--- config.mk ---
export PLATFORM = sky130hd
export DESIGN_NAME = serial_symbol_rx
export DESIGN_NICKNAME = d
export VERILOG_FILES = /design/src/rtl/serial_symbol_rx.sv
export SDC_FILE = /design/constraint.sdc
export NUM_CORES = 1
export LEC_CHECK = 0
export ABC_AREA = 1
export CELL_PAD_IN_SITES_DETAIL_PLACEMENT = 0
export CELL_PAD_IN_SITES_GLOBAL_PLACEMENT = 1
export CORE_ASPECT_RATIO = 1.1
export CORE_MARGIN = 2
export CORE_UTILIZATION = 45
export DETAILED_ROUTE_END_ITERATION = 7
export GPL_TIMING_DRIVEN = 0
export PLACE_DENSITY = 0.85
export RECOVER_POWER = 50
export SLEW_MARGIN = 40
export SYNTH_ARGS = -nofsm -noshare
export SYNTH_HDL_FRONTEND = slang
export SYNTH_SLANG_ARGS = --single-unit
--- constraint.sdc ---
create_clock -name clk -period 3 [get_ports clk]
set_clock_uncertainty 0.2 [all_clocks]
set_input_delay 0.6 -clock clk [delete_from_list [all_inputs] [get_ports clk]]
set_output_delay 0.6 -clock clk [all_outputs]
set_load 0.05 [all_outputs]
--- src/rtl/serial_symbol_rx.sv ---
// serial_symbol_rx: 8-bit serial receiver (start, 8 LSB-first bits, stop).
// Presents each good symbol with a one-cycle strobe and flags bad stop bits.
`default_nettype none

module serial_symbol_rx #(
   parameter int CLKS_PER_BIT = 16,
   parameter int CNT_W        = 8
) (
   input  logic       clk,
   input  logic       rst,
   input  logic       rx_in,
   output logic [7:0] symbol,
   output logic       symbol_valid,
   output logic       frame_err,
   output logic       busy
);

   typedef enum logic [1:0] {IDLE, START, DATA, STOP} state_t;

   localparam logic [CNT_W-1:0] HALF_LAST = CNT_W'(CLKS_PER_BIT / 2 - 1);
   localparam logic [CNT_W-1:0] BIT_LAST  = CNT_W'(CLKS_PER_BIT - 1);

   state_t           state;
   logic             rx_m;
   logic             rx_s;
   logic             rx_d;
   logic [2:0]       settle;
   logic [CNT_W-1:0] cnt;
   logic [2:0]       bit_idx;
   logic [7:0]       shreg;

   // The synchronizer leaves reset at 1, so a line already low would look
   // like a falling edge; settle masks edge detection until the chain has
   // been refilled with real line samples.
   always_ff @(posedge clk) begin
      if (rst) begin
         rx_m   <= 1'b1;
         rx_s   <= 1'b1;
         rx_d   <= 1'b1;
         settle <= 3'b000;
      end else begin
         rx_m   <= rx_in;
         rx_s   <= rx_m;
         rx_d   <= rx_s;
         settle <= {settle[1:0], 1'b1};
      end
   end

   always_ff @(posedge clk) begin
      if (rst) begin
         state        <= IDLE;
         cnt          <= '0;
         bit_idx      <= 3'd0;
         shreg        <= 8'h00;
         symbol       <= 8'h00;
         symbol_valid <= 1'b0;
         frame_err    <= 1'b0;
         busy         <= 1'b0;
      end else begin
         symbol_valid <= 1'b0;
         frame_err    <= 1'b0;
         case (state)
            IDLE: begin
               if (settle[2] && rx_d && !rx_s) begin
                  state <= START;
                  cnt   <= '0;
                  busy  <= 1'b1;
               end
            end
            START: begin
               if (cnt == HALF_LAST) begin
                  cnt <= '0;
                  if (!rx_s) begin
                     state   <= DATA;
                     bit_idx <= 3'd0;
                  end else begin
                     state <= IDLE;
                     busy  <= 1'b0;
                  end
               end else begin
                  cnt <= cnt + 1'b1;
               end
            end
            DATA: begin
               if (cnt == BIT_LAST) begin
                  cnt            <= '0;
                  shreg[bit_idx] <= rx_s;
                  if (bit_idx == 3'd7) begin
                     state <= STOP;
                  end else begin
                     bit_idx <= bit_idx + 3'd1;
                  end
               end else begin
                  cnt <= cnt + 1'b1;
               end
            end
            STOP: begin
               if (cnt == BIT_LAST) begin
                  cnt   <= '0;
                  state <= IDLE;
                  busy  <= 1'b0;
                  if (rx_s) begin
                     symbol       <= shreg;
                     symbol_valid <= 1'b1;
                  end else begin
                     frame_err <= 1'b1;
                  end
               end else begin
                  cnt <= cnt + 1'b1;
               end
            end
            default: begin
               state <= IDLE;
               busy  <= 1'b0;
            end
         endcase
      end
   end

endmodule

`default_nettype wire
Yosys cells after proc, flatten, opt, wreduce, memory -nomap -nowiden
Index checks and enable logic that the tools add are counted.
Widths: inputs -> output; s select.
- input port bits: 3
- logic and storage cells: 74
- flip-flop bits (word level): 38
- output and inout bits: 11
- bitwise operators: 2
- equal/unequal tests: 14
- reduce and logical (&&, ||, !) cells: 14
- $lt $le $gt $ge: 2
- $add $sub $neg: 2
- mux-type cells: 27
- operator list (cell ; count):
    $mux 8 ; 3
    $pmux 8 s3 ; 1
    $ne 2x2->1 const B ; 8
    $reduce_and 5->1 ; 3
    $mux 2 ; 6
    $mux 3 ; 4
    $add 8x1->8 const B ; 1
    $bwmux 8 ; 1
    $eq 8x3->1 const B ; 1
    $eq 8x4->1 const B ; 1
    $mux 1 ; 8
    $pmux 2 s4 ; 1
    $pmux 3 s2 ; 1
    $eq 2x2->1 const B ; 2
    $lt 3x4->1 const B ; 1
    $add 3x1->3 const B ; 1
    $demux 1 s3 ; 1
    $eq 3x3->1 const B ; 1
    $ge 3x1->1 const B ; 1
    $logic_and 1x1->1 ; 3
    $pmux 1 s3 ; 1
    $reduce_and 3->1 ; 1
    $reduce_bool 3->1 ; 1
    $reduce_or 3->1 ; 1
    7 further kinds ; 8

Logic depth before layout (Yosys ltp)
Gate-level depths: netlist (run 1).
- word-level depth: 5
- depth in mapped cells: 9
- gate-level depth less buffers: 9

Worst setup path before layout (run 1)
No wires, ideal clock.
- path kind: register to register
- start point: register cnt[0]
- end point: register symbol[4]
- path buffers: 1
- clock period less this slack: 1.606 ns
- arrival: 1.288 ns
- slack: 1.394 ns
- setup time: 0.117 ns
- cell stages (with the launch flop): 8
- data required time: 2.683 ns
- cells stage by stage: dfxtp_1 > ha_1 > nand3_4 > nor2_8 > nand3b_4 > buf_6 > o21ai_1 > a21oi_1
- longest elaborated chain between the ends: 2
- RTL lines (element ; RTL line ; text):
    from (decl) ; 28 ; logic [CNT_W-1:0] cnt;
    from (signal assigned) ; 81 ; cnt <= cnt + 1'b1;
    from (signal assigned) ; 94 ; cnt <= cnt + 1'b1;
    from (signal assigned) ; 109 ; cnt <= cnt + 1'b1;
    $eq 8x4->1 ; 98 ; if (cnt == BIT_LAST) begin
    $reduce_and 3->1 (no line) ; n/a ;
    to (signal assigned) ; 103 ; symbol <= shreg;
    to (decl) ; 12 ; output logic [7:0] symbol,
Every way passes these cells.
A chain may end at the register's enable or synchronous reset.

Worst setup path after layout (run 1)
- start point: register cnt[0]
- end point: register cnt[3]
- longest elaborated chain between the ends: 3
- elaborated cells between the ends (all ways): 6
- those cells by class: add/sub (1); eq/ne (2); mux (3)
- RTL lines (element ; RTL line ; text):
    $add 8x1->8, or another cell as far along ; 81, 94, 109 ;
    $mux 8 (on tied branches) ; 85, 98, 71 ;
    $pmux 8 s3 * ; 62 ; case (state)
Mark *: on every way between the ends. The rest lies on a longest branch, timed or not.

==> impl_metrics.py, run 1 <==
metrics = {
    "status": {
        "outcome": "finished clean",
    },
    "sta": {
        "slew_viol_final": 0,
        "tightest_slew_ps": 1020,
        "rsz0062_at_grt": "false",
        "finalSetupTns_ps": 0,
        "fmax_ghz": 0.419,
        "finalSetupViolCount": 0,
        "min_period_over_period_pct": 79.6,
        "hold_violations": 0,
        "post-route-min-period_ps": 2390,
        "max_slew_margin_pct": 31.2,
    },
    "cts": {
        "numCtsBuffers": 5,
        "clk_pin_slew_ps": 80,
        "cts_root_buffer": "clkbuf_8",
        "max-clock-path-buffers": 2,
        "cts-hold-fix-buffers": 0,
        "cts_sinks": 38,
        "ctsResizeCount": 0,
        "insertion_delay_ps": 300,
        "cts_tree": "built",
        "htree_levels": 2,
        "postCtsSetupBuffers": 0,
    },
    "grt": {
        "first_global_vias": 1430,
        "overflow": 0,
        "antenna_found_initial": 0,
        "grt_max_degree": 13,
        "grt_pass1_wl_mm": 6.44,
        "grt_usage_pct": 18.7,
    },
    "critical_path": {
        "slowest_stage": "o21ai_0",
        "critical_path_buf_inv_count": 0,
        "path_max_fanout": 9,
        "path_delay_family": "compound AO/OA/AOI/OAI gates",
        "crit_path_max_incr_delay_ps": 820,
        "worstPathRequired_ps": 2960,
        "worst-setup-path-type": "reg2reg",
        "cp-start-kind": "register",
        "path_cells": "ha_1 -> nand3_1 -> o21ai_0 -> nand2_2 -> nand3b_1 -> a21oi_1",
        "cp.arrival_ps": 2350,
        "cp-end-kind": "register",
    },
    "layout": {
        "num-fill-cells": 395,
        "nets": 267,
        "drive_gt1_share_pct": 8.40,
        "antenna_cells": 0,
        "finalNonFillerCells": 314,
        "syn_to_final_growth_pct": 14.3,
    },
    "power_and_ir_drop": {
        "p_leak_nw": 0.845,
        "powerDensity_nw_per_um2": 511,
        "total_power_mw": 1.04,
        "peakVddDrop_uv": 338,
    },
    "die": {
        "die_w_um": 64.0,
        "initial_core_util_pct": 46.0,
        "row_count": 24,
        "die_h_um": 70.0,
        "ios": 14,
        "dieArea_sq_um": 4480,
        "core-area_sq_um": 3870,
    },
    "place": {
        "portBuffers": 13,
        "dp.final_hpwl_mm": 2.62,
        "dp.cells": 306,
        "place_congestion": 0.812,
    },
    "yosys": {
        "synth_commonest_cells": "nand2_1, dfxtp_1, inv_1",
        "synth_area_sq_um": 1780,
        "seq_area_frac_synth_pct": 42.7,
        "synthDistinctLibCells": 31,
        "ys_ff_latch": 38,
        "yosys.area.top_type": "dfxtp_1",
        "synth-edff-count": 0,
        "syn_inst": 241,
        "synth_most_common_cell": "nand2_1",
        "synth_flop_cell": "dfxtp_1",
        "ys_warn_count": 0,
        "yosys.area.top_type_share_pct": 42.7,
        "avgSynthCellArea_sq_um": 7.40,
        "async_flop_share_pct": 0,
        "synth.area.top_cells": "dfxtp_1, nand2_1, inv_1",
        "syn-num-nets": 247,
    },
    "drt": {
        "totalWireLength_mm": 3.64,
        "drt-pass1-iter-count": 4,
        "drc": 0,
        "vias": 1495,
        "drtIter0Drc": 45,
        "vias_per_cell": 4.76,
        "ant_nets": 0,
        "wl_per_cell_um": 11.6,
    },
    "hold_path": {
        "hp-class": "reg2reg",
    },
    "flow_run": {
        "cap_violations": 0,
    },
}
==> logic make-up (layout without fill, tap and decap cells) <==
kind of cell             count (synthesis)  after routing  share of synthesized area [%]
adder cells (fa/ha/maj)                  3              3                           2.11
flip-flops                              38             38                           42.7
buffers and inverters                   44             65                           9.75
AND/OR/NAND/NOR                        110            110                           30.5
AO/OA/AOI/OAI                           46             46                           14.9
==> path summary, 6_finish.rpt <==
path	cells past startpoint	end	slack [ps]	from
worst max register to register	6	cnt[3]$_SDFFE_PP0P_	610	cnt[0]$_SDFFE_PP0P_
worst min-delay path	2	settle[2]$_SDFF_PP0_	210	settle[1]$_SDFF_PP0_
worst min register to register	2	settle[2]$_SDFF_PP0_	210	settle[1]$_SDFF_PP0_
worst max-delay path	6	cnt[3]$_SDFFE_PP0P_	610	cnt[0]$_SDFFE_PP0P_
==> layout make-up <==
cell class / instances / area [sq um] / area share [%]
Clock inverter: 3 / 40.0 / 1.96
Clock buffer: 5 / 68.8 / 3.38
Inverter: 40 / 150 / 7.37
Multi-Input combinational cell: 159 / 801 / 39.3
Tap cell: 52 / 65.1 / 3.19
Timing Repair Buffer: 13 / 130 / 6.38
Buffer: 4 / 22.5 / 1.10
Sequential cell: 38 / 761 / 37.3
==> state kept, by name (all words and copies together) (netlist names), 3 cells and up, named ones only <==
| register | count |
|---|---|
| symbol | 8 |
| bit_idx | 3 |
| settle | 3 |
| cnt | 8 |
| shreg | 8 |
==> tightest hold or removal path, stage by stage (launching register included) <==
cell	delay, ps
dfxtp_1	300
inv_1	40
nor2_1	30
==> layout by cell type, fill, tap and decap left out, types with 2 or more instances in the layout <==
master / Yosys / routed
inv_2: 2 / 2
or2_2: 2 / 2
inv_1: 38 / 38
nand4_1: 4 / 4
a21oi_1: 21 / 21
ha_1: 3 / 3
nand3b_1: 2 / 3
o21ai_0: 12 / 13
nor2_1: 28 / 30
o21bai_1: 7 / 7
nand2_2: 3 / 3
clkdlybuf4s50_1: 0 / 12
clkinv_2: 0 / 2
clkbuf_1: 2 / 3
clkbuf_8: 0 / 5
nand3_1: 15 / 15
nand2_1: 46 / 46
dfxtp_1: 38 / 38
o21ai_1: 2 / 2
==> report_power, final <==
group / switching (mW) / internal, mW
sequential: 0.00814 / 0.515
clock: 0.187 / 0.245
combinational: 0.0610 / 0.0252
total: 0.256 / 0.785
==> routing by layer <==
layer / share of wire, % / GRT usage [%] / vias up
li1: - / - / 804
met1: 47 / 20.8 / 657
met2: 47 / 32.9 / 27
met3: 4.0 / 5.31 / 7
met4: 2.0 / 7.49 / 0
met5: 0 / 0 / -
==> metrics by stage <==
stage	hold slack, ps	util, %	area (sq um)	worst slack, ps
CTS	207	53.9	2090	765
finish	205	52.6	2040	613
floorplan	188	-	1780	1390
detailed placement	195	51.1	1980	691
global placement	190	51.1	1980	740
global route	224	52.6	2040	384
No activity file was read; power rests on OpenSTA's default activity.
==> run 2, diff against run 1 <==
CORE_UTILIZATION = 38   (was 45)
PLACE_DENSITY = 0.77   (was 0.85)
clock period = 2.1 ns   (was 3 ns; I/O delays follow)
==> run 2 against run 1 <==
Critical path depth decreased by 5. Power is 44% higher. Cell area up 1.7%. Count of clock-buffer cells in the layout grew 1. Combinational power grew 39%. Via count decreased by 1.7%. First-iteration DRC count up 24%. Core utilization is 7.4 points lower. Largest power group unchanged.
==> impl_metrics.py, run 2 (synthesis results as in run 1) <==
metrics = {
    "status": {
        "outcome": "finished clean",
    },
    "place": {
        "dp.final_hpwl_mm": 2.61,
        "place_congestion": 0.808,
        "dp.cells": 310,
        "portBuffers": 13,
    },
    "critical_path": {
        "critical_path_buf_inv_count": 1,
        "crit_path_max_incr_delay_ps": 800,
        "cp-start-kind": "register",
        "slowest_stage": "clkdlybuf4s50_1",
        "r2r-start": "cnt[0]$_SDFFE_PP0P_",
        "worst-setup-path-type": "reg2out",
        "cp.arrival_ps": 1410,
        "path_delay_family": "buffers and inverters",
        "crit_start": "symbol[6]$_SDFFE_PP0P_",
        "worstPathRequired_ps": 1480,
        "path_cells": "clkdlybuf4s50_1",
        "path_max_fanout": 2,
        "cp-end-kind": "primary output",
    },
    "cts": {
        "clk_pin_slew_ps": 70,
        "cts_root_buffer": "clkbuf_8",
        "cts_tree": "built",
        "cts-hold-fix-buffers": 0,
        "max-clock-path-buffers": 2,
        "numCtsBuffers": 5,
        "insertion_delay_ps": 290,
        "cts_sinks": 38,
        "htree_levels": 2,
    },
    "sta": {
        "finalSetupViolCount": 0,
        "max_slew_margin_pct": 61.0,
        "rsz0062_at_grt": "false",
        "fmax_ghz": 0.492,
        "finalSetupTns_ps": 0,
        "whs_ps": 205,
        "hold_violations": 0,
        "slew_viol_final": 0,
        "post-route-min-period_ps": 2030,
        "tightest_slew_ps": 587,
        "min_period_over_period_pct": 96.7,
    },
    "power_and_ir_drop": {
        "powerDensity_nw_per_um2": 721,
        "seq_power_share_pct": 50.1,
        "p_leak_nw": 0.857,
        "switching_power_mw": 0.344,
        "peakVddDrop_uv": 302,
        "combPwrFrac_pct": 8.0,
        "clkPwrFrac_pct": 41.9,
        "total_power_mw": 1.49,
        "p_sw_share_pct": 23.0,
        "p_int_mw": 1.15,
    },
    "grt": {
        "first_global_vias": 1409,
        "overflow": 0,
        "grt_pass1_wl_mm": 6.27,
        "antenna_found_initial": 0,
        "grt_max_degree": 12,
        "grt_usage_pct": 15.3,
    },
    "drt": {
        "drtIter0Drc": 56,
        "totalWireLength_mm": 3.61,
        "wl_per_cell_um": 11.4,
        "drc": 0,
        "ant_nets": 0,
        "vias": 1470,
        "drt-pass1-iter-count": 4,
        "vias_per_cell": 4.64,
    },
    "layout": {
        "reg_top3": "cnt x8, shreg x8, symbol x8",
        "nets": 267,
        "syn_to_final_growth_pct": 16.3,
        "finalNonFillerCells": 317,
        "num-fill-cells": 484,
        "final_common_cell": "nand2_1",
        "mostFrequentLayoutCells": "nand2_1, inv_1, dfxtp_1, nor2_1, a21oi_1",
        "drive_gt1_share_pct": 8.43,
        "antenna_cells": 0,
    },
    "die": {
        "row_count": 26,
        "ios": 14,
        "die_h_um": 75.8,
        "dieArea_sq_um": 5260,
        "core-area_sq_um": 4590,
        "initial_core_util_pct": 38.9,
        "die_w_um": 69.3,
    },
    "hold_path": {
        "hp-class": "reg2reg",
        "worstHoldStart": "settle[0]$_DFF_P_",
    },
    "flow_run": {
        "cap_violations": 0,
    },
}
==> run 2: power groups by stage <==
| stage | Sequential, mW | Clock [mW] | Combinational [mW] |
|---|---|---|---|
| floorplan | 0.773 | 0 | 0.0791 |
| global placement | 0.765 | 0 | 0.127 |
| detailed placement | 0.765 | 0 | 0.127 |
| CTS | 0.748 | 0.651 | 0.127 |
| global route | 0.750 | 0.674 | 0.137 |
| finish | 0.748 | 0.627 | 0.120 |
==> run 2: layout make-up <==
cell class / instances / area [sq um] / area share [%]
Tap cell: 56 / 70.1 / 3.38
Sequential cell: 38 / 761 / 36.7
Clock buffer: 6 / 82.6 / 3.98
Clock inverter: 1 / 30.0 / 1.45
Timing Repair Buffer: 13 / 124 / 5.97
Buffer: 4 / 22.5 / 1.09
Multi-Input combinational cell: 159 / 833 / 40.2
Inverter: 40 / 150 / 7.24
==> run 2: repair_timing <==
item	CTS	global route
setup buffers	0	0
resized for setup	0	1
endpoints found under the setup margin	0	1
endpoints found under the hold margin	0	0
==> run 2: worst register-to-register path: stages, from the launching register on <==
cell     delay, ps
dfxtp_1        380
ha_1           270
nand3_4        150
nor2_8         200
nand2_4         70
nor2_1         240
nand2_1        130
nor2_1         120
nor2_1          50
==> run 2: metrics by stage <==
| step | setup WS, ps | util, % | cell area [sq um] |
|---|---|---|---|
| final | 69.1 | 45.2 | 2070 |
| after global placement | -40.6 | 43.2 | 1980 |
| after detailed placement | -53.9 | 43.2 | 1980 |
| after global routing | 14.4 | 45.2 | 2070 |
| after floorplan | 494 | - | 1780 |
| after CTS | 22.7 | 45.7 | 2100 |
==> run 2: per-layer routing <==
metal	GRT usage, %	vias up	wire length [um]
li1	-	807	-
met1	17.5	640	1640
met2	28.1	19	1810
met3	3.97	4	130
met4	5.45	0	29
met5	0	-	0
==> run 2: worst paths after layout <==
path                           end  slack, ps  cells after the start
min           settle[1]$_SDFF_PP0_        210                      2
max                      symbol[6]         70                      1
max reg2reg  shreg[3]$_SDFFE_PP0P_        200                      8
min reg2reg   settle[1]$_SDFF_PP0_        210                      2
==> run 3, diff against run 2 <==
CTS_CLUSTER_DIAMETER = 120   (was not set)
SETUP_SLACK_MARGIN = 0.3   (was not set)
==> run 3 against run 2 <==
Die area did not move. Non-clock buffer count up 1. Flip-flop and latch count did not move.
==> impl_metrics.py, run 3 (synthesis results as in run 1) <==
metrics = {
    "status": {
        "outcome": "finished clean",
    },
    "layout": {
        "antenna_cells": 0,
        "drive_gt1_share_pct": 11.1,
        "syn_to_final_growth_pct": 17.8,
        "final_common_cell": "nand2_1",
        "mostFrequentLayoutCells": "nand2_1, inv_1, dfxtp_1, nor2_1, a21oi_1",
        "utilization_pct": 45.8,
        "nets": 268,
        "num-fill-cells": 480,
        "reg_top3": "cnt x8, shreg x8, symbol x8",
        "design_area_sq_um": 2100,
    },
    "die": {
        "die_h_um": 75.8,
        "die_w_um": 69.3,
        "initial_core_util_pct": 38.9,
        "ios": 14,
        "row_count": 26,
        "dieArea_sq_um": 5260,
        "core-area_sq_um": 4590,
    },
    "sta": {
        "rsz0062_at_grt": "true",
        "slew_viol_final": 0,
        "hold_violations": 0,
        "post-route-min-period_ps": 1780,
        "fmax_ghz": 0.563,
        "worst_slack_ps": 322,
        "max_slew_margin_pct": 61.0,
        "finalSetupViolCount": 0,
        "tightest_slew_ps": 587,
        "min_period_over_period_pct": 84.6,
    },
    "critical_path": {
        "worstPathRequired_ps": 2130,
        "rr_worst_depth": 7,
        "worst-setup-path-type": "reg2reg",
        "cp-end-kind": "register",
        "cp-start-kind": "register",
        "path_max_fanout": 5,
        "cp.arrival_ps": 1810,
    },
    "grt": {
        "grtUsageMet3_pct": 3.97,
        "grt_usage_pct": 15.3,
        "grt.busiest_layer": "met2",
        "overflow": 0,
        "grt_pass1_wl_mm": 6.29,
        "antenna_found_initial": 0,
        "grt_use_met2_pct": 28.2,
        "first_global_vias": 1414,
        "grt_max_degree": 12,
        "grt_use_met1_pct": 17.5,
    },
    "cts": {
        "htree_levels": 2,
        "cts_sinks": 38,
        "cts_tree": "built",
        "numCtsBuffers": 5,
        "insertion_delay_ps": 290,
        "clk_pin_slew_ps": 70,
        "max-clock-path-buffers": 2,
        "cts_root_buffer": "clkbuf_8",
    },
    "drt": {
        "ant_nets": 0,
        "wl_per_cell_um": 11.7,
        "drt-pass1-iter-count": 4,
        "drc": 0,
        "vias": 1470,
        "drtIter0Drc": 45,
        "totalWireLength_mm": 3.71,
        "vias_per_cell": 4.62,
    },
    "power_and_ir_drop": {
        "total_power_mw": 1.50,
        "powerDensity_nw_per_um2": 716,
        "peakVddDrop_uv": 304,
        "p_int_mw": 1.15,
        "switching_power_mw": 0.350,
        "clkPwrFrac_pct": 41.8,
        "seq_power_share_pct": 50.0,
        "combPwrFrac_pct": 8.2,
        "p_leak_nw": 0.910,
        "p_sw_share_pct": 23.3,
    },
    "place": {
        "portBuffers": 13,
        "place_ws_ps": -53.9,
        "dpl_cell_area_sq_um": 1980,
        "dp.final_hpwl_mm": 2.61,
        "place_congestion": 0.808,
    },
    "hold_path": {
        "whs_path_depth": 2,
        "hp-class": "reg2reg",
    },
    "flow_run": {
        "cap_violations": 0,
    },
}
run 3: stage by stage:
step / cells / hold slack [ps] / TNS, ps
finish: 318 / 207 / 0
global route: 318 / 220 / 0
CTS: 317 / 209 / 0
detailed placement: 310 / 197 / -185
global placement: 310 / 190 / -184
floorplan: 241 / 188 / 0
run 3: what timing repair did:
action                                  4_1_cts  5_1_grt
endpoints found under the setup margin       18       29
pin swaps                                     1        2
gates resized for setup                      12       10
hold buffers                                  0        0
buffers inserted                              0        1
run 3: power groups by stage:
stage | logic, mW | registers, mW | clock network, mW
final | 0.123 | 0.752 | 0.628
after global routing | 0.140 | 0.754 | 0.674
after CTS | 0.125 | 0.748 | 0.651
after detailed placement | 0.127 | 0.765 | 0
after global placement | 0.127 | 0.765 | 0
after floorplan | 0.0791 | 0.773 | 0
run 3: layout make-up:
class                           count  area [sq um]  share of cell area, %
Multi-Input combinational cell    159           857                   40.8
Sequential cell                    38           763                   36.4
Inverter                           40           150                   7.15
Timing Repair Buffer               14           121                   5.78
Clock buffer                        6          82.6                   3.93
Tap cell                           56          70.1                   3.34
Clock inverter                      1          30.0                   1.43
Buffer                              4          25.0                   1.19
run 3: final timing paths:
kind | slack [ps] | startpoint | endpoint
hold / removal | 210 | settle[0]$_DFF_P_ | settle[1]$_SDFF_PP0_
setup reg to reg | 320 | cnt[1]$_SDFFE_PP0P_ | shreg[7]$_SDFFE_PP0P_
setup / recovery | 320 | cnt[1]$_SDFFE_PP0P_ | shreg[7]$_SDFFE_PP0P_
hold reg to reg | 210 | settle[0]$_DFF_P_ | settle[1]$_SDFF_PP0_
run 3: critical path, cell delays in order, from the launching register on:
cell and delay [ps]:
dfxtp_1 390, ha_4 180, nand3_4 130, nor3_1 340, nand2_1 180, o21bai_1 170, inv_1 50, nor2_1 70
run 3: layer usage:
layer  vias to the layer above  part of all wire [%]  wire (um)
met5                         -                     0          0
met4                         0                  0.70         26
met3                         3                   2.6         95
met2                        15                    50       1860
met1                       648                    47       1720
li1                        804                     -          -
